===== src/rtl/axis_upsize_p_if.sv =====
// Stream bundle for the width-up packer: narrow input beats on s_axis_*, packed words on m_axis_*.
// master = the surrounding logic (source and sink), slave = the packer itself.
interface axis_upsize_p_if #(
    parameter int WIDTH_IN  = 16,
    parameter int WIDTH_OUT = 64,
    parameter int RATIO     = 4
);
    logic [WIDTH_IN-1:0]  s_axis_data;
    logic                 s_axis_valid;
    logic                 s_axis_last;
    logic                 s_axis_ready;
    logic [WIDTH_OUT-1:0] m_axis_data;
    logic                 m_axis_valid;
    logic                 m_axis_last;
    logic [RATIO-1:0]     m_axis_keep;
    logic                 m_axis_ready;

    modport master (
        output s_axis_data, s_axis_valid, s_axis_last, m_axis_ready,
        input  s_axis_ready, m_axis_data, m_axis_valid, m_axis_last, m_axis_keep
    );

    modport slave (
        input  s_axis_data, s_axis_valid, s_axis_last, m_axis_ready,
        output s_axis_ready, m_axis_data, m_axis_valid, m_axis_last, m_axis_keep
    );
endinterface


===== src/rtl/axis_upsize_p.sv =====
// Packs RATIO narrow beats into one WIDTH_OUT word (lane 0 first); a last beat closes the word early
// with upper lanes zeroed. Output is registered; only m_axis_ready reaches s_axis_ready combinationally.
module axis_upsize_p #(
    parameter int WIDTH_IN  = 16,
    parameter int WIDTH_OUT = 64,
    parameter int RATIO     = 4,
    parameter int CNT_W     = 16
) (
    input  logic             clk_p,
    input  logic             rst_p,
    axis_upsize_p_if.slave   axis,
    output logic [CNT_W-1:0] word_count
);
    localparam int LANE_W = $clog2(RATIO);
    localparam logic [LANE_W-1:0] LANE_MAX = LANE_W'(RATIO - 1);

    logic [WIDTH_OUT-1:0] r_acc;
    logic [LANE_W-1:0]    r_lane;
    logic [RATIO-1:0]     r_kacc;
    logic                 r_run;
    logic [WIDTH_OUT-1:0] r_m_data;
    logic                 r_m_valid;
    logic                 r_m_last;
    logic [RATIO-1:0]     r_m_keep;
    logic [CNT_W-1:0]     r_word_count;

    logic                 w_s_ready;
    logic                 w_s_hs;
    logic                 w_m_hs;
    logic                 w_done;
    logic [WIDTH_OUT-1:0] w_merged_data;
    logic [RATIO-1:0]     w_merged_keep;

    // Input stalls whenever the output register is occupied and not draining this cycle.
    assign w_s_ready = r_run && (!r_m_valid || axis.m_axis_ready);
    assign w_s_hs    = axis.s_axis_valid && w_s_ready;
    assign w_m_hs    = r_m_valid && axis.m_axis_ready;
    assign w_done    = w_s_hs && ((r_lane == LANE_MAX) || axis.s_axis_last);

    always_comb begin
        w_merged_data = r_acc;
        w_merged_keep = r_kacc;
        for (int i = 0; i < RATIO; i++) begin
            if (LANE_W'(i) == r_lane) begin
                w_merged_data[i*WIDTH_IN +: WIDTH_IN] = axis.s_axis_data;
                w_merged_keep[i]                      = 1'b1;
            end else if (LANE_W'(i) > r_lane) begin
                w_merged_data[i*WIDTH_IN +: WIDTH_IN] = '0;
                w_merged_keep[i]                      = 1'b0;
            end
        end
    end

    always_ff @(posedge clk_p or negedge rst_p) begin
        if (!rst_p) begin
            r_run  <= 1'b0;
            r_acc  <= '0;
            r_kacc <= '0;
            r_lane <= '0;
        end else begin
            r_run <= 1'b1;
            if (w_done) begin
                r_acc  <= '0;
                r_kacc <= '0;
                r_lane <= '0;
            end else if (w_s_hs) begin
                r_acc  <= w_merged_data;
                r_kacc <= w_merged_keep;
                r_lane <= r_lane + 1'b1;
            end
        end
    end

    // A completion may coincide with the drain of the previous word, keeping valid high.
    always_ff @(posedge clk_p or negedge rst_p) begin
        if (!rst_p) begin
            r_m_data  <= '0;
            r_m_valid <= 1'b0;
            r_m_last  <= 1'b0;
            r_m_keep  <= '0;
        end else if (w_done) begin
            r_m_data  <= w_merged_data;
            r_m_valid <= 1'b1;
            r_m_last  <= axis.s_axis_last;
            r_m_keep  <= w_merged_keep;
        end else if (w_m_hs) begin
            r_m_valid <= 1'b0;
        end
    end

    always_ff @(posedge clk_p or negedge rst_p) begin
        if (!rst_p) begin
            r_word_count <= '0;
        end else if (w_m_hs) begin
            r_word_count <= r_word_count + 1'b1;
        end
    end

    assign axis.s_axis_ready = w_s_ready;
    assign axis.m_axis_data  = r_m_data;
    assign axis.m_axis_valid = r_m_valid;
    assign axis.m_axis_last  = r_m_last;
    assign axis.m_axis_keep  = r_m_keep;
    assign word_count        = r_word_count;
endmodule

===== src/flat_wrapper.sv =====
// flat-port wrapper written by rule: the top's interface ports become plain ports
module axis_upsize_p_flat 
#(
    parameter int WIDTH_IN  = 16,
    parameter int WIDTH_OUT = 64,
    parameter int RATIO     = 4,
    parameter int CNT_W     = 16
)
  (clk_p, rst_p, word_count, axis_s_axis_data, axis_s_axis_valid, axis_s_axis_last, axis_m_axis_ready, axis_s_axis_ready, axis_m_axis_data, axis_m_axis_valid, axis_m_axis_last, axis_m_axis_keep);
  axis_upsize_p_if #(.WIDTH_IN(WIDTH_IN), .WIDTH_OUT(WIDTH_OUT), .RATIO(RATIO)) axis_i ();
  input  logic clk_p;
  input  logic rst_p;
  output logic [CNT_W-1:0] word_count;
  input wire logic [$bits(axis_i.s_axis_data)-1:0] axis_s_axis_data;
  input wire logic [$bits(axis_i.s_axis_valid)-1:0] axis_s_axis_valid;
  input wire logic [$bits(axis_i.s_axis_last)-1:0] axis_s_axis_last;
  input wire logic [$bits(axis_i.m_axis_ready)-1:0] axis_m_axis_ready;
  output wire logic [$bits(axis_i.s_axis_ready)-1:0] axis_s_axis_ready;
  output wire logic [$bits(axis_i.m_axis_data)-1:0] axis_m_axis_data;
  output wire logic [$bits(axis_i.m_axis_valid)-1:0] axis_m_axis_valid;
  output wire logic [$bits(axis_i.m_axis_last)-1:0] axis_m_axis_last;
  output wire logic [$bits(axis_i.m_axis_keep)-1:0] axis_m_axis_keep;
  assign axis_i.s_axis_data = axis_s_axis_data;
  assign axis_i.s_axis_valid = axis_s_axis_valid;
  assign axis_i.s_axis_last = axis_s_axis_last;
  assign axis_i.m_axis_ready = axis_m_axis_ready;
  assign axis_s_axis_ready = axis_i.s_axis_ready;
  assign axis_m_axis_data = axis_i.m_axis_data;
  assign axis_m_axis_valid = axis_i.m_axis_valid;
  assign axis_m_axis_last = axis_i.m_axis_last;
  assign axis_m_axis_keep = axis_i.m_axis_keep;
  axis_upsize_p #(.WIDTH_IN(WIDTH_IN), .WIDTH_OUT(WIDTH_OUT), .RATIO(RATIO), .CNT_W(CNT_W)) u_core (.clk_p(clk_p), .rst_p(rst_p), .axis(axis_i), .word_count(word_count));
endmodule

===== config.mk =====
export PLATFORM = sky130hd
export DESIGN_NAME = axis_upsize_p_flat
export DESIGN_NICKNAME = d
export VERILOG_FILES = /design/src/rtl/axis_upsize_p_if.sv /design/src/rtl/axis_upsize_p.sv /design/src/flat_wrapper.sv
export SDC_FILE = /design/constraint.sdc
export NUM_CORES = 1
export LEC_CHECK = 0
export CAP_MARGIN = 20
export CORE_ASPECT_RATIO = 1.75
export CORE_UTILIZATION = 49
export CTS_BUF_LIST = sky130_fd_sc_hd__clkbuf_4 sky130_fd_sc_hd__clkbuf_8
export CTS_CLUSTER_SIZE = 40
export DETAILED_ROUTE_END_ITERATION = 12
export PLACE_DENSITY_LB_ADDON = 0.08
export SETUP_SLACK_MARGIN = 0.05
export SYNTH_ARGS = -nofsm -noshare
export SYNTH_HDL_FRONTEND = slang
export SYNTH_SLANG_ARGS = --single-unit

===== constraint.sdc =====
create_clock -name clk_p -period 1.8 [get_ports clk_p]
set_input_delay 0.54 -clock clk_p [delete_from_list [all_inputs] [get_ports clk_p]]
set_output_delay 0.54 -clock clk_p [all_outputs]
set_load 0.01 [all_outputs]

==> results.cfg <==
[worst_setup_path]
cp-endpoint = axis_s_axis_ready
path_class = reg -> out
start_kind = flop
cp-startpoint = u_core.axis.m_axis_valid
end_kind = output pin
required_ns = 1.26
rr_endpoint = u_core.r_acc[6]
cp_max_fo = 3
rrSetupSlack_ns = 0.14
rr_worst_depth = 8
r2r-start = u_core.axis.m_axis_valid
arrival_ns = 1.27

[route]
via_per_inst = 5.75
route.detailed.drc = 0
firstDrtPassIters = 6
wl_per_cell_um = 19.0
wl_um = 14900
antenna_left = 0
first_iter_violations = 236
num_vias = 4488

[floorplanning]
start_util = 0.508
die_area_um2 = 12100
io_pins = 108
die_h_um = 145
coreArea_um2 = 11200
die_x_um = 83.6
rows = 51

[synthesis]
yosysWarnings = 0
seq_area_frac_synth = 0.614
ys_types = 41
synth.net_count = 507
netlist_instances = 480
syn_area_um2 = 5710
ys_seq_elements = 140
avgSynthCellArea_um2 = 11.9

[global_route]
grt-ovfl-total = 0
antenna_found_initial = 0
grt_pass1_vias = 4537
grt.total_usage = 0.257
grt_pass1_wl_um = 23700
grt_max_degree = 40

[sta]
finalMaxSlewViolations = 0
final_hold_viol_count = 0
fin_ws_ns = -0.00651
fin_crit_ns = 1.81
slew_headroom = 0.496
skew_ns = 0.00578
tns_ns = -0.00651
setup_viol = 1
max_freq_mhz = 554
rsz0062_at_grt = true
worst_pin_slew_ns = 0.757
min_period_over_period = 1.00
whs_ns = 0.472

[layout]
nets = 662
antennaDiodeCount = 0
fin_cells = 780
fill_cells = 866
utilization = 0.696
layout-drive-gt1-share = 0.179
layout-area-overhead-vs-synth_pct = 36.9

[clock_tree]
cts-root-buf = clkbuf_8
cts_buffers = 17
cts_tree = done
clock_latency_ns = 0.45
cts.clk_slew.worst_paths_ns = 0.07
cts_max_level = 4
clockBufferDepth = 2
cts.sinks = 140

[run]
drv_cap = 0

[place]
hpwlAfterDp_um = 9930
place_ws_ns = -0.535
place_congestion = 0.857
dp.cells = 728
portBuffers = 107

[power_and_ir_drop]
power_leakage_nw = 3.81
power_density_nw_per_um2 = 1230
peakVddDrop_v = 0.000881

[min_path]
hold_path_class = reg -> reg

[status]
status = complete, but fails checks
failed_checks = setup timing
-- state kept, by name, indices dropped and copies added, names as in the netlist --
register and flops:
u_core.axis.m_axis_data 64, u_core.r_acc 48, u_core.word_count 16, u_core.axis.m_axis_keep 4, u_core.r_kacc 3, u_core.r_lane 2, u_core.axis.m_axis_last 1, u_core.axis.m_axis_valid 1
u_core.r_run 1
-- critical path, cell delays in order, from the launching register on --
cell and delay (ns):
dfrtp_1 0.40, buf_6 0.13, nand2b_4 0.06, and2_4 0.14
buf_6 0.09
-- cell families (layout without fill, tap and decap cells) --
logic type / after synthesis / count (layout) / share of synthesized area
multiplexers: 19 / 19 / 0.0344
AO/OA/AOI/OAI: 157 / 157 / 0.196
adder cells (fa/ha/maj): 6 / 6 / 0.0132
AND/OR/NAND/NOR: 100 / 100 / 0.0822
flip-flops: 140 / 140 / 0.614
XOR/XNOR: 15 / 15 / 0.0230
other: 1 / 1 / 0.000657
buffers and inverters: 42 / 210 / 0.0366
-- power breakdown --
| part | leakage, nW | internal [mW] | switching (mW) |
|---|---|---|---|
| Clock | 0.235 | 1.77 | 1.19 |
| Combinational | 1.79 | 1.26 | 1.30 |
| Sequential | 1.79 | 3.74 | 0.355 |
| Total | 3.81 | 6.77 | 2.84 |
-- Yosys cell counts --
cell	instances	share of area
dfrtp_1	140	0.61
a22o_1	64	0.098
nor2_1	57	0.037
a21oi_1	54	0.047
a22oi_1	32	0.042
buf_2	19	0.017
mux2i_1	17	0.030
nand2_1	14	0.0092
clkbuf_1	10	0.0066
xnor2_1	9	0.014
inv_1	8	0.0053
ha_1	6	0.013
xor2_1	6	0.0092
nand3_1	5	0.0044
nand4_1	4	0.0044
and3_1	3	0.0033
buf_6	3	0.0059
o21ai_0	3	0.0026
and2_1	2	0.0022
nor2_2	2	0.0022
nor4_1	2	0.0022
and2_2	1	0.0013
and3_4	1	0.0020
and4_1	1	0.0015
and4b_1	1	0.0018
buf_4	1	0.0013
clkbuf_2	1	0.00088
conb_1	1	0.00066
mux2_2	1	0.0020
mux2_4	1	0.0026
nand2b_1	1	0.0011
nand2b_4	1	0.0024
nor2b_1	1	0.0011
nor3_1	1	0.00088
nor3_2	1	0.0018
o21ai_2	1	0.0015
o21bai_1	1	0.0013
o31ai_1	1	0.0013
o32ai_1	1	0.0015
or2_2	1	0.0011
or4_4	1	0.0020
-- worst min path at each step --
| stage | start | endpoint | slack [ns] | depth (start not counted) |
|---|---|---|---|---|
| floorplan | rst_p | u_core.axis.m_axis_data[0] | 0.24 | 0 |
| global placement | rst_p | u_core.axis.m_axis_data[19] | 0.45 | 1 |
| detailed placement | rst_p | u_core.axis.m_axis_data[19] | 0.45 | 1 |
| CTS | u_core.word_count[15] | u_core.word_count[15] | 0.49 | 1 |
| global route | u_core.word_count[15] | u_core.word_count[15] | 0.51 | 1 |
| finish | u_core.word_count[15] | u_core.word_count[15] | 0.47 | 1 |
-- stage by stage --
stage	total power, mW	instance area [um^2]
6_report	9.61	7810
5_1_grt	10.1	7810
4_1_cts	9.66	7730
3_5_place_dp	6.93	7240
3_3_place_gp	6.86	7240
2_1_floorplan	5.39	5720
-- final cells by class --
type,instances,area [um^2],share of cell area
clock buffers,21,283,0.0362
clock inverters,11,189,0.0242
inverters,8,30.0,0.00384
multi-input cells,298,2030,0.260
flip-flops and latches,140,3500,0.449
well taps,132,165,0.0211
repair buffers,170,1610,0.206
-- layer usage --
layer	part of all wire	GRT usage	vias to the layer above
met2	0.53	0.457	157
li1	-	-	2042
met4	0.021	0.0919	0
met5	0	0	-
met3	0.049	0.0607	26
met1	0.40	0.303	2263
-- layout by cell type (no fill, tap or decap), types with 2 or more instances in the layout --
cell type / n
a22o_1: 64
ha_2: 2
clkdlybuf4s50_1: 17
nand2_1: 14
dlygate4sd2_1: 86
nor2_4: 2
a21oi_1: 54
xor2_1: 6
clkinv_2: 3
xnor2_1: 9
nand3_1: 5
ha_1: 4
nor2_1: 57
nand4_1: 4
dfrtp_1: 139
clkbuf_8: 20
and3_1: 3
buf_4: 49
bufinv_16: 5
buf_12: 12
inv_1: 8
clkinvlp_4: 2
o21ai_0: 3
buf_6: 3
mux2i_1: 17
a22oi_1: 32
-- repair_timing --
action | in CTS | in global routing
hold endpoints to repair | 29 | 0
pin swaps | 0 | 0
buffers inserted | 14 | 4
hold buffers | 1 | 0
setup endpoints to repair | 92 | 31
gates resized for setup | 94 | 7
gates cloned | 0 | 1
(Power assumes the default switching activity.)
